===== config.mk =====
export PLATFORM = sky130hd
export DESIGN_NAME = entropy_scheduler
export DESIGN_NICKNAME = d
export VERILOG_FILES = /design/src/rtl/entropy_scheduler_pkg.sv /design/src/rtl/word_fifo.sv /design/src/rtl/entropy_scheduler.sv
export SDC_FILE = /design/constraint.sdc
export NUM_CORES = 1
export LEC_CHECK = 0
export BUFFER_PORTS_ARGS = -buffer_cell sky130_fd_sc_hd__clkbuf_2
export CELL_PAD_IN_SITES_DETAIL_PLACEMENT = 1
export CELL_PAD_IN_SITES_GLOBAL_PLACEMENT = 2
export CORE_MARGIN = 3
export CORE_UTILIZATION = 42
export CTS_CLUSTER_DIAMETER = 200
export DETAILED_ROUTE_END_ITERATION = 16
export PLACE_DENSITY = 0.86
export SLEW_MARGIN = 15
export SYNTH_ARGS = -nofsm -noshare
export SYNTH_HDL_FRONTEND = slang
export SYNTH_HIERARCHICAL = 1
export SYNTH_SLANG_ARGS = --single-unit

===== constraint.sdc =====
create_clock -name clk -period 5.5 [get_ports clk]
set_input_delay 0.825 -clock clk [delete_from_list [all_inputs] [get_ports clk]]
set_output_delay 0.825 -clock clk [all_outputs]
set_load 0.02 [all_outputs]

===== src/rtl/entropy_scheduler_pkg.sv =====
// Shared types for the entropy decoder sequencing controller: bus width,
// component identifiers and scheduler FSM states.
package entropy_scheduler_pkg;

    localparam int IN_BUS_WIDTH = 32;

    typedef enum logic [1:0] {
        COMP_Y  = 2'd0,
        COMP_CB = 2'd1,
        COMP_CR = 2'd2
    } comp_id_t;

    typedef enum logic [1:0] {
        IDLE = 2'd0,
        RUN  = 2'd1,
        DONE = 2'd2
    } sched_state_t;

endpackage


===== src/rtl/word_fifo.sv =====
// Synchronous word FIFO with registered read: rd_data updates only on a pop
// and holds its value otherwise.
module word_fifo #(
    parameter int FIFO_DEPTH = 4,
    parameter int WIDTH      = 32,
    localparam int AW        = $clog2(FIFO_DEPTH)
) (
    input  logic             clk,
    input  logic             rst,
    input  logic             push,
    input  logic [WIDTH-1:0] wr_data,
    input  logic             pop,
    output logic [WIDTH-1:0] rd_data,
    output logic             full,
    output logic             empty,
    output logic [AW:0]      count
);

    logic [WIDTH-1:0] mem [FIFO_DEPTH];
    logic [AW-1:0]    wr_ptr, rd_ptr;
    logic             push_ok, pop_ok;

    assign full    = (count == (AW+1)'(FIFO_DEPTH));
    assign empty   = (count == '0);
    assign push_ok = push && !full;
    assign pop_ok  = pop && !empty;

    // Storage carries no reset; only pointers and count define contents.
    always_ff @(posedge clk) begin
        if (push_ok) mem[wr_ptr] <= wr_data;
    end

    always_ff @(posedge clk) begin
        if (rst) begin
            wr_ptr  <= '0;
            rd_ptr  <= '0;
            count   <= '0;
            rd_data <= '0;
        end else begin
            if (push_ok) wr_ptr <= wr_ptr + AW'(1);
            if (pop_ok) begin
                rd_ptr  <= rd_ptr + AW'(1);
                rd_data <= mem[rd_ptr];
            end
            case ({push_ok, pop_ok})
                2'b10:   count <= count + (AW+1)'(1);
                2'b01:   count <= count - (AW+1)'(1);
                default: count <= count;
            endcase
        end
    end

endmodule


===== src/rtl/entropy_scheduler.sv =====
// Feeds buffered compressed words to the entropy decoder on request and walks
// the 4:2:0 MCU block order to select the Huffman table bank.
module entropy_scheduler
    import entropy_scheduler_pkg::*;
#(
    parameter int FIFO_DEPTH = 4,
    parameter int Y_BLOCKS   = 4
) (
    input  logic                    clk,
    input  logic                    rst,
    input  logic                    start,
    input  logic [15:0]             num_mcus,
    input  logic [IN_BUS_WIDTH-1:0] up_data,
    input  logic                    up_valid,
    output logic                    up_ready,
    input  logic                    dec_request,
    input  logic                    dec_block_valid,
    output logic [IN_BUS_WIDTH-1:0] dec_data,
    output logic                    dec_valid,
    output logic                    tab_sel,
    output logic [1:0]              out_comp,
    output logic                    busy,
    output logic                    done
);

    localparam int AW = $clog2(FIFO_DEPTH);

    sched_state_t state;
    logic         pending;
    logic [2:0]   blk_idx;
    logic [15:0]  mcu_cnt;
    logic [15:0]  num_lat;
    logic         full, empty;
    logic [AW:0]  count;
    logic         pop;
    logic         last_blk, last_mcu;
    comp_id_t     comp;

    // The FIFO's registered read port doubles as the dec_data register.
    word_fifo #(.FIFO_DEPTH(FIFO_DEPTH), .WIDTH(IN_BUS_WIDTH)) u_fifo (
        .clk     (clk),
        .rst     (rst),
        .push    (up_valid),
        .wr_data (up_data),
        .pop     (pop),
        .rd_data (dec_data),
        .full    (full),
        .empty   (empty),
        .count   (count)
    );

    assign up_ready = !full;
    assign pop      = (state == RUN) && pending && !empty;
    assign last_blk = (blk_idx == 3'(Y_BLOCKS + 1));
    assign last_mcu = (mcu_cnt == num_lat - 16'd1);
    assign busy     = (state == RUN);

    always_comb begin
        comp = COMP_CR;
        if (blk_idx < 3'(Y_BLOCKS))       comp = COMP_Y;
        else if (blk_idx == 3'(Y_BLOCKS)) comp = COMP_CB;
    end

    assign out_comp = comp;
    assign tab_sel  = (comp != COMP_Y);

    always_ff @(posedge clk) begin
        if (rst) begin
            state     <= IDLE;
            pending   <= 1'b0;
            blk_idx   <= '0;
            mcu_cnt   <= '0;
            num_lat   <= '0;
            dec_valid <= 1'b0;
            done      <= 1'b0;
        end else begin
            dec_valid <= pop;
            done      <= 1'b0;
            // A request while a word is still owed is absorbed.
            if (pop)                               pending <= 1'b0;
            else if (state == RUN && dec_request)  pending <= 1'b1;
            case (state)
                IDLE: begin
                    if (start) begin
                        if (num_mcus != 16'd0) begin
                            state   <= RUN;
                            num_lat <= num_mcus;
                            pending <= 1'b1;
                            blk_idx <= '0;
                            mcu_cnt <= '0;
                        end else begin
                            done <= 1'b1;
                        end
                    end
                end
                RUN: begin
                    if (dec_block_valid) begin
                        if (last_blk) begin
                            blk_idx <= '0;
                            if (last_mcu) begin
                                state   <= DONE;
                                done    <= 1'b1;
                                pending <= 1'b0;
                                mcu_cnt <= '0;
                            end else begin
                                mcu_cnt <= mcu_cnt + 16'd1;
                            end
                        end else begin
                            blk_idx <= blk_idx + 3'd1;
                        end
                    end
                end
                DONE:    state <= IDLE;
                default: state <= IDLE;
            endcase
        end
    end

endmodule

### Word-level counts from Yosys, hierarchy flattened

Memories as Yosys holds them, arrays and structs flattened. A register that Yosys moved wholly into a read port is not among the register bits.
Cells that the tools add are included.

* input port bits: 54
* logic and storage cells: 84
* RAM bits: 128
* register bits: 47
* output and inout port bits: 39
* memories kept: 1

Memory list
* u_fifo.mem: words 4, width 32, read ports 1, clocked after memory_dff 1, write ports 1, line word_fifo.sv:19 `logic [WIDTH-1:0] mem [FIFO_DEPTH];`

* muxes and demuxes: 36
* reductions and logical operators: 17
* eq/ne operators: 12
* $lt $le $gt $ge: 1
* add/subtract/negate cells: 7

Operators with widths (number)
* two-way mux 16 bit: 5
* one-hot mux 16 bit (2 select lines): 1
* adder 16 x 1 -> 16 bit, second input constant: 1
* equality test 16 bit: 1
* nonzero test 16 bit: 1
* subtractor 16 x 1 -> 16 bit, second input constant: 1
* two-way mux 1 bit: 14
* two-way mux 2 bit: 7
* two-way mux 3 bit: 4
* one-hot mux 3 bit (2 select lines): 2
* AND reduction 5 bit: 2
* equality test 3 bit, second input constant: 3
* adder 3 x 1 -> 3 bit, second input constant: 2
* inequality test 2 bit, second input constant: 3
* nonzero test 2 bit: 3
* logical AND 1 bit: 5
* adder 2 x 1 -> 2 bit, second input constant: 2
* equality test 2 x 1 -> 1 bit, second input constant: 2
* inequality test 2 x 1 -> 1 bit, second input constant: 2
* one-hot mux 1 bit (2 select lines): 2
* one-hot mux 2 bit (2 select lines): 1
* AND reduction 4 bit: 1
* logical NOT 3 bit: 1
* less-than comparator 3 bit, second input constant: 1
* 5 further kinds: 6

### Logic depth before layout (Yosys ltp)

Gate-level depths: netlist of the first run.

* depth after elaboration: 8
* mapped depth: 12
* mapped depth without buffers: 10

### By module

Netlist of the first run, hierarchy kept.

Modules (own cells, without submodules)
* word_fifo: times used 1, seq. area each 4624.4 um^2, cells each 292, area each 6029.5 um^2
* entropy_scheduler: times used 1, seq. area each 800.8 um^2, cells each 293, area each 2364.8 um^2

### Worst setup path before layout of the first run

No wires, ideal clock.

* path type: in2reg
* start: input port num_mcus[7]
* end: register mcu_cnt[12]
* setup time: 0.115 ns
* stages: 8
* required time: 5.385 ns
* setup slack: 2.604 ns
* path buffers: 1
* arrival time: 2.781 ns
* cell sequence: or4_1 o41ai_1 a21oi_1 and2_1 clkbuf_1 nand4_1 xor2_1 nor2_2

* cells in the longest elaborated chain, start to end: 3

RTL lines
* from (decl): line entropy_scheduler.sv:12 `input logic [15:0] num_mcus,`
* nonzero test 16 bit: line entropy_scheduler.sv:85 `if (num_mcus != 16'd0) begin`
* inequality test 2 bit (no source line)
* AND reduction 5 bit (no source line)
* to (signal assigned): line entropy_scheduler.sv:106 `mcu_cnt <= mcu_cnt + 16'd1;`
* to (decl): line entropy_scheduler.sv:31 `logic [15:0] mcu_cnt;`

No other way between the ends.
A chain may end at the register's enable or synchronous reset.

### Final worst setup path of the first run

* start: register num_lat[0]
* end: register mcu_cnt[2]

* cells in the longest elaborated chain, start to end: 6

RTL lines
* from (decl): line entropy_scheduler.sv:32 `logic [15:0] num_lat;`
* from (signal assigned): line entropy_scheduler.sv:87 `num_lat <= num_mcus;`
* subtractor 16 x 1 -> 16 bit: line entropy_scheduler.sv:55 `assign last_mcu = (mcu_cnt == num_lat - 16'd1);`
* equality test 16 bit: line entropy_scheduler.sv:55
* two-way mux 16 bit: line entropy_scheduler.sv:100 `if (last_mcu) begin`
* two-way mux 16 bit: line entropy_scheduler.sv:98 `if (last_blk) begin`
* two-way mux 16 bit: line entropy_scheduler.sv:97 `if (dec_block_valid) begin`
* one-hot mux 16 bit (2 select lines): line entropy_scheduler.sv:82 `case (state)`

No other way between the ends. The select of a mux whose other input is x is not followed.

==> metrics.txt, run 1 <==
status completed; total wire length about 20000 µm; synthesis-to-layout area growth 17.0%; Routed wire per std cell 21.1 µm; clk slew on worst S/H paths around 0.060 ns; worst path arrival time 3.59 ns; clock sink count 207; syn_area_per_cell 14.3 µm²; Final #Nets 736; crit path time final around 3.2 ns; switching share of power 22.5%; dpl cells a little over 900; initial antenna violation count 0; I/O Pins 93; Pins Over Slew Limit 0; Ant. Diodes 0; Hold Crit Class flip-flop to flip-flop; remaining global-route overflow 0; Rel. slew slack 38.2%; half-perimeter wire length after placement 13500 µm; Syn Inst Count 585; Critical Path RT 5.89 ns; Die X 147 µm; dominant synthesized flop cell edfxtp_1; Final ANT Viol Nets 0; top cell type's share of synthesized area 45.8%; clk buf depth 3; Initial Util 43.0%; Crit. End Element flip-flop; vias per cell between 5 and 6; initial DRC count about 220; clock network power share between 40% and 50%; FILL cells 2006; Post-Route Setup TNS 0 ns; Hold Violations, Final 0; part of the power in registers 48.8%; Ys Warns 6; CTS tree yes; Core Area approximately 20000 µm²; CP Max Fanout 16; Syn Nets around 650; internal power between 2000 and 3000 µW; EDFF count, synth 128; fmax 312 MHz; most common cell in the netlist edfxtp_1; share of flip-flops with an asynchronous set or reset 0%; Finished Cell Area a little under 10000 µm²; Critical Path Start Type flip-flop; Worst Skew between 0.02 and 0.03 ns; worst skew pair latency ~0.53 ns; H-tree depth 1; first-pass GRT wire length 32700 µm; IO Port Bufs 92; critical path class flip-flop to flip-flop; Area after DPL 9040 µm²; sw power between 800 and 900 µW; largest area contributor in the netlist edfxtp_1; via count 5252; Die ar. 21700 µm²; mapped cell area 8390 µm²; worst reg2reg setup slack 2.30 ns; largest net degree at the start of global routing 33; Yosys reg bits 207; cts hold-fix bufs 0; Pleak 0.00348 µW; root buffer cell clkbuf_16; placer congestion estimate 0.826; Power Total 3570 µW; GR Util All Layers 18.9%; post-CTS setup repair buffer count 0; post-cts sizing count 0; register area share after synthesis about 65%; Post-Layout Cell Count 956; number of global-route vias before repair 5760; Max Cap Viol 0; drt drc 0; Worst Tran Pin Value slightly above 0.9 ns; fraction of layout cells with a size suffix above 1 26.9%; first drt pass iteration count 5; P per Cell Area ~360 nW/µm²; endpoints failing setup 0; VDD IR max 184 µV; Comb pwr share 6.7%; RSZ-0062 raised after global routing no; Die Height 147 µm; top cells by count, synth 128 x edfxtp_1, 79 x dfxtp_1, 33 x nor2_1; largest cells by area after synthesis edfxtp_1 46%, dfxtp_1 19%, mux4_2 8.6%; Rows 51; synth unique cells 69; period utilization 58.2%; Inserted Clock Buffers 23
==> final timing paths <==
kind / start / endpoint / cells after the start
setup / recovery: num_lat[0] / mcu_cnt[2] / 10
setup reg to reg: num_lat[0] / mcu_cnt[2] / 10
hold reg to reg: u_fifo/rd_data[14] / u_fifo/rd_data[14] / 1
hold / removal: u_fifo/rd_data[14] / u_fifo/rd_data[14] / 1
==> routing by layer <==
| layer | part of all wire [%] | vias to the layer above | global-route usage (%) |
|---|---|---|---|
| met4 | 2.1 | 0 | 4.52 |
| met3 | 3.7 | 29 | 3.07 |
| met5 | 0 | - | 0 |
| met2 | 52 | 115 | 35.0 |
| li1 | - | 2412 | - |
| met1 | 42 | 2696 | 23.4 |
==> through the flow <==
stage	util [%]	setup slack, ns	hold slack [ns]
6_report	50.3	2.30	0.482
5_1_grt	50.3	2.03	0.498
4_1_cts	50.3	2.28	0.485
3_5_place_dp	46.3	2.31	0.470
3_3_place_gp	46.3	2.39	0.458
2_1_floorplan	-	2.60	0.466
==> placed cells by master (no fill, tap or decap), drive strengths merged, types with 16 or more instances in the layout <==
cell and instances:
nor2 38, dfxtp 79, mux4 32, inv 16, o21ai 27, clkbuf 120
nand2 27, a22o 32, a21oi 27, edfxtp 128, xor2 22
==> power by group through the flow <==
stage                     Sequential [µW]  Combinational [µW]  Clock, µW
after floorplan                      1760                 162          0
after global placement               1770                 227          0
after detailed placement             1780                 240          0
after CTS                            1740                 242       1630
after global routing                 1750                 266       1690
final                                1740                 239       1590
==> flip-flops by register name (all words and copies together) (netlist names) <==
signal          count
blk_idx             3
state               2
u_fifo/count        3
num_lat            16
dec_valid           1
pending             1
done                1
u_fifo/rd_ptr       2
u_fifo/rd_data     32
u_fifo/mem        128
u_fifo/wr_ptr       2
mcu_cnt            16
==> worst max-delay path, stage by stage, from the launching register on <==
cell and delay (ns):
dfxtp_1 0.36, inv_1 0.08, ha_1 0.35, or4b_1 0.59, nor4_2 0.32, xnor2_1 0.14, nor4b_2 0.34, o2111ai_2 0.27
o21ai_2 0.27, a21o_4 0.27, nor2_1 0.09
==> cells by family (layout without fill, tap and decap cells) <==
kind of cell	count (synthesis)	in the layout	synth area share [%]
and+or+nand+nor	137	137	8.84
buffers and inverters	48	154	3.07
adders and majority gates	8	8	1.28
muxes	35	35	8.94
DFF	207	207	64.6
AOI/OAI and AO/OA	113	113	9.38
xor gates and xnor gates	37	37	3.86
==> final cells by class <==
type	instances	area [µm²]	share of cell area (%)
flip-flops and latches	207	5430	55.3
multi-input cells	330	2730	27.8
clock buffers	28	594	6.05
repair buffers	97	498	5.07
well taps	265	332	3.38
clock inverters	14	188	1.91
inverters	15	56.3	0.573
(Power assumes the default switching activity.)
==> run 2: changes to the inputs <==
- CORE_UTILIZATION: 42 -> 37
- PLACE_DENSITY: 0.86 -> 0.81
- clock period: 5.5 -> 2.94 ns (I/O delays scaled with it)
==> run 2 against run 1 <==
Effect of this change:
- wire length decreased by 2.2%
- flip-flop and latch count is the same
- sequential power up 87%
- via count is 1.3% higher
- largest power group unchanged
- non-clock buffer count rose by 21
- count of clock-buffer cells in the layout rose by 5
- global-route usage fell by 2.9 points
- largest cell class unchanged
- clock skew is 0.0076 ns lower
- critical endpoint is now mcu_cnt[14]
- first-iteration DRC count grew 6.3%
- critical path depth down 1
==> metrics.txt, run 2 (synthesis gave the netlist of run 1 again) <==
status completed; fraction of layout cells with a size suffix above 1 29.9% (+3.0 points); Post-Layout Cell Count 994 (+4.0%); Critical Path Start Type flip-flop; vias per cell 5.35 (-2.6%); clk buf depth 3 (unchanged); final worst slack 0.0500 ns (-2.25 ns); GR Util All Layers 16.1% (-2.9 points); Post-Route Setup TNS 0 ns (unchanged); half-perimeter wire length after placement 13500 µm (+0.57%); Pleak 0.00358 µW (+2.9%); worst path arrival time 3.30 ns (-0.29 ns); crit path time final 2.89 ns (-0.314 ns); drt drc 0 (unchanged); via count 5318 (+1.3%); Core Area 22000 µm² (+13%); clk slew on worst S/H paths 0.06 ns (about the same); root buffer cell clkbuf_16; Final #Nets 758 (+3.0%); Die X 157 µm (+6.3%); Hold Crit Class input port to flip-flop; Die ar. 24500 µm² (+13%); max reg flops 128 (unchanged); largest net degree at the start of global routing 33 (unchanged); Rel. slew slack 41.3% (+3.2 points); dpl cells 949 (+3.8%); critical path class flip-flop to flip-flop; setup slack at placement 0.0755 ns (-2.24 ns); initial antenna violation count 1 (+1); clock sink count 207 (unchanged); remaining global-route overflow 0 (unchanged); Initial Util 38.1% (-4.9 points); number of global-route vias before repair 5823 (+1.1%); most frequent cells in the layout 128 x edfxtp_1, 92 x clkbuf_2, 75 x dfxtp_1, 33 x nor2_1; Pins Over Slew Limit 0 (unchanged); fmax 346 MHz (+11%); FILL cells 2277 (+14%); Inserted Clock Buffers 23 (unchanged); Finished Cell Area 9990 µm² (+1.7%); CTS tree yes; period utilization 98.3% (+40 points); Final ANT Viol Nets 0 (unchanged); H-tree depth 1 (unchanged); total wire length 19700 µm (-2.2%); Worst Skew 0.0182 ns (-0.00756 ns); Largest Register u_fifo/mem; IO Port Bufs 92 (unchanged); placer congestion estimate 0.852 (+3.2%); endpoints failing setup 0 (unchanged); synthesis-to-layout area growth 19.0%; I/O Pins 93 (unchanged); Critical Path RT 3.35 ns (-2.54 ns); P per Cell Area 646 nW/µm² (+78%); first drt pass iteration count 4 (-1); first-pass GRT wire length 31400 µm (-4.2%); Routed wire per std cell 19.9 µm (-6.0%); biggest regs u_fifo/mem: 128 flops, u_fifo/rd_data: 32 flops; Max Cap Viol 0 (unchanged); hold_ws 0.144 ns (-0.338 ns); Hold Violations, Final 0 (unchanged); Area after DPL 9210 µm² (+1.9%); initial DRC count 235 (+6.3%); VDD IR max 385 µV (+110%); worst skew pair latency 0.52 ns (about the same); Crit. End Element flip-flop; CP Max Fanout 8 (-8); Rows 54 (+5.9%); commonest non-fill, non-tap cell in the layout edfxtp_1; Worst Tran Pin Value 0.877 ns (-0.0505 ns); Die Height 157 µm (+6.3%)
run 2: cell count changes in the layout (fill, tap and decap cells not counted), sizes merged:
cell      change
clkinv        +1
bufinv        -3
clkinvlp      -3
clkbuf        +5
a21o          +1
diode         +1
buf          +21
run 2: final cells by class:
type / count / area [µm²] / share of cell area, %
Clock buffer: 33 / 633 / 6.34
Sequential cell: 207 / 5430 / 54.4
Tap cell: 280 / 350 / 3.51
Timing Repair Buffer: 118 / 656 / 6.56
Clock inverter: 9 / 85.1 / 0.852
Inverter: 15 / 56.3 / 0.564
Antenna cell: 1 / 2.50 / 0.0250
Multi-Input combinational cell: 331 / 2780 / 27.8
run 2: what timing repair did:
| action | in CTS | in global routing |
|---|---|---|
| endpoints found under the hold margin | 0 | 0 |
| setup endpoints to repair | 0 | 18 |
| hold buffers | 0 | 0 |
| gates resized for setup | 0 | 10 |
| buffers inserted | 0 | 1 |
run 2: stage by stage:
step / utilization [%] / total power (µW)
finish: 45.4 / 6460
global route: 45.3 / 6710
CTS: 45.1 / 6530
detailed placement: 41.8 / 3790
global placement: 41.8 / 3760
floorplan: - / 3600
run 2: power by group:
group	switching, µW	internal (µW)	leakage, µW	total, µW
registers	62.0	3190	0.00182	3260
logic	281	209	0.00141	490
clock network	1110	1590	0.000352	2710
run 2: worst max-delay path, stage by stage, from the launching register on:
cell	delay [ns]
dfxtp_2	0.35
or4_4	0.56
or2_1	0.27
or4_1	0.54
a22oi_2	0.19
o2111ai_2	0.20
buf_4	0.19
o21ai_4	0.20
a21o_4	0.23
nor2_1	0.06
run 2: path summary, 6_finish.rpt:
kind	startpoint	to	slack [ns]	cells after the start
worst min-delay path	up_data[16]	u_fifo/mem[3][16]	0.14	1
worst max register to register	num_lat[8]	mcu_cnt[14]	0.05	9
worst min register to register	u_fifo/rd_data[16]	u_fifo/rd_data[16]	0.48	1
worst max-delay path	num_lat[8]	mcu_cnt[14]	0.05	9
run 2: layer usage:
metal | vias to the layer above | track usage (%) | wire [µm]
met5 | - | 0 | 13
met1 | 2698 | 21.4 | 8920
met3 | 33 | 2.90 | 867
met4 | 2 | 3.79 | 408
met2 | 117 | 27.6 | 9530
li1 | 2468 | - | -
==> run 3: changes to the inputs <==
--- a/config.mk
+++ b/config.mk
@@ -11,6 +11,7 @@
 export CORE_MARGIN = 3
-export CORE_UTILIZATION = 37
+export CORE_UTILIZATION = 39
+export CTS_BUF_LIST = sky130_fd_sc_hd__clkbuf_2
 export CTS_CLUSTER_DIAMETER = 200
 export DETAILED_ROUTE_END_ITERATION = 16
-export PLACE_DENSITY = 0.81
+export PLACE_DENSITY = 0.84
 export SLEW_MARGIN = 15
--- a/constraint.sdc
+++ b/constraint.sdc
@@ -3,2 +3,2 @@
 set_output_delay 0.441 -clock clk [all_outputs]
-set_load 0.02 [all_outputs]
+set_load 0.01 [all_outputs]
==> run 3 against run 2 <==
Effect of this change:
- global-route usage up 1.6 points
- combinational power rose by 9.2%
- sequential power is essentially flat
- via count rose by 7.0%
- die area is 4.9% lower
- register-to-register slack gained 0.06 ns
- flip-flop and latch count stayed put
- wire length up 5.3%
- clock skew up 0.051 ns
- critical path type unchanged
- largest cell class unchanged
- highest routed layer is now met4
==> metrics.txt, run 3 (synthesis gave the netlist of run 1 again) <==
initial antenna violation count 1 (unchanged); cell count along the critical path 8 (-1); Max Cap Viol 0 (unchanged); Hold Violations, Final 0 (unchanged); crit-path leading delay family simple AND/OR/NAND/NOR gates; Post-Layout Cell Count 1086 (+9.3%); hold path depth 5 (+4); Die X 153 µm (-2.5%); placer congestion estimate 0.841 (-1.3%); endpoints failing setup 0 (unchanged); Worst Skew 0.0688 ns (+0.0506 ns); Reg area 5430 µm² (about the same); CTS tree yes; dpl cells 942 (-0.74%); via count 5690 (+7.0%); P per Cell Area 565 nW/µm² (-13%); biggest regs u_fifo/mem: 128 flops, u_fifo/rd_data: 32 flops; I/O Pins 93 (unchanged); max reg flops 128 (unchanged); worst skew pair latency 0.80 ns (+0.28 ns); half-perimeter wire length after placement 13500 µm (-0.68%); Rows 53 (-1.9%); crit path time final 2.83 ns (-0.0613 ns); Die ar. 23300 µm² (-4.9%); Crit path largest cell delay 0.57 ns (about the same); root buffer cell clkbuf_2; origin of the critical flop-to-flop path num_lat[8]; commonest non-fill, non-tap cell in the layout clkbuf_2; Multi-input gate area 2750 µm² (-0.90%); Die Height 153 µm (-2.5%); IO Port Bufs 92 (unchanged); top routing layer in use met4; vias per cell 5.24 (-2.1%); met3 wire len 1030 µm (+19%); worst path arrival time 3.48 ns (+0.18 ns); Critical Path RT 3.59 ns (+0.24 ns); first-pass GRT wire length 33500 µm (+6.8%); Pins Over Slew Limit 0 (unchanged); Initial Util 39.8% (+1.7 points); clk slew on worst S/H paths 0.10 ns (+0.04 ns); critical path's slowest cell or4_4; fraction of layout cells with a size suffix above 1 31.0% (+1.1 points); synthesis-to-layout area growth 21.9%; initial DRC count 241 (+2.6%); worst reg2reg setup slack 0.11 ns (+0.06 ns); Hold Crit Class input port to flip-flop; period utilization 96.2% (-2.1 points); CP Cell Sequence or4_4 > or2_1 > or4_1 > a22oi_1 > o2111ai_2 > o21ai_2 > a21o_4 > nor2_1; most frequent cells in the layout 165 x clkbuf_2, 128 x edfxtp_1, 77 x dfxtp_1, 50 x dlygate4sd3_1, 33 x nor2_1; min-delay src dec_block_valid; Worst Tran Pin Value 0.859 ns (-0.0181 ns); total wire length 20800 µm (+5.3%); Met2 Routed Length 10600 µm (+11%); largest net degree at the start of global routing 33 (unchanged); final worst slack 0.111 ns (+0.0613 ns); drt drc 0 (unchanged); RSZ-0062 raised after global routing yes; setup slack at placement -0.00873 ns (-0.0842 ns); CP Max Fanout 8 (unchanged); GR Util All Layers 17.7% (+1.6 points); clock sink count 207 (unchanged); Post-Route Setup TNS 0 ns (unchanged); H-tree depth 2 (+1); clk buf depth 3 (unchanged); Critical Path Start Type flip-flop; critical path class flip-flop to flip-flop; Inserted Clock Buffers 51 (+120%); Rel. slew slack 42.5% (+1.2 points); Crit. Startpoint num_lat[8]; VDD IR max 232 µV (-40%); worst flop-to-flop path endpoint mcu_cnt[5]; Final ANT Viol Nets 0 (unchanged); Critical Path Sink mcu_cnt[5]; Buf/Inv on CP 0 (-1); Largest Register u_fifo/mem; Pleak 0.00380 µW (+5.9%); Crit. End Element flip-flop; remaining global-route overflow 0 (unchanged); status completed; worst-case reg-to-reg path depth 8 (-1); fmax 354 MHz (+2.2%); number of global-route vias before repair 6191 (+6.3%); Core Area 21100 µm² (-4.3%); Met1 Wirelength 8670 µm (-2.8%); FILL cells 2183 (-4.1%); Routed wire per std cell 19.1 µm (-3.6%); Final #Nets 834 (+10%); first drt pass iteration count 7 (+3)
[run 3: changes by cell type in the layout (fill, tap and decap cells not counted), sizes merged]
cell,before,now
dlygate4sd3,0,50
clkbuf,125,165
buf,26,24
bufinv,1,2
clkinv,7,15
[run 3: how the worst min path moves through the flow]
stage | to | slack, ns
after global placement | u_fifo/rd_data[31] | 0.46
after floorplan | num_lat[15] | 0.47
after CTS | blk_idx[0] | 0.08
after global routing | state[1] | 0.12
after detailed placement | u_fifo/rd_data[15] | 0.47
final | blk_idx[0] | 0.19
[run 3: per-stage QoR]
step / utilization (%) / area [µm²] / hold slack [ns] / total power, µW
floorplan: - / 8390 / 0.466 / 3600
global placement: 43.6 / 9190 / 0.460 / 3750
detailed placement: 43.6 / 9190 / 0.471 / 3790
CTS: 48.3 / 10200 / 0.0849 / 5860
global route: 48.5 / 10200 / 0.115 / 6110
finish: 48.5 / 10200 / 0.191 / 5780
[run 3: routing by layer]
metal / global-route usage (%) / vias up
met5: 0 / -
met4: 6.70 / 0
met3: 4.29 / 40
met2: 30.6 / 171
met1: 21.6 / 2835
li1: - / 2644
[run 3: worst register-to-register path: cells and delay by family (launching register included)]
family / cells / cell delay [ns]
DFF: 1 / 0.38
AOI/OAI and AO/OA: 4 / 0.95
and+or+nand+nor: 4 / 1.41
[run 3: area by class of cell]
cell class                 count  share of cell area (%)
sequential                   207                    53.1
multi-input combinational    331                    26.9
timing repair buffer         166                    11.3
clock buffer                  73                    3.57
tap                          275                    3.36
clock inverter                18                    1.25
inverter                      15                   0.550
antenna                        1                  0.0245
[run 3: timing repair]
item / in CTS / in global routing
pin swaps: 0 / 3
cloned: 0 / 1
hold buffers: 50 / 0
endpoints found under the setup margin: 8 / 18
endpoints found under the hold margin: 147 / 0
buffers inserted: 0 / 1
gates resized for setup: 1 / 4
[run 3: power breakdown]
group,switching (µW),internal [µW]
clock network,1140,849
registers,60.8,3190
logic,287,248
total,1490,4280
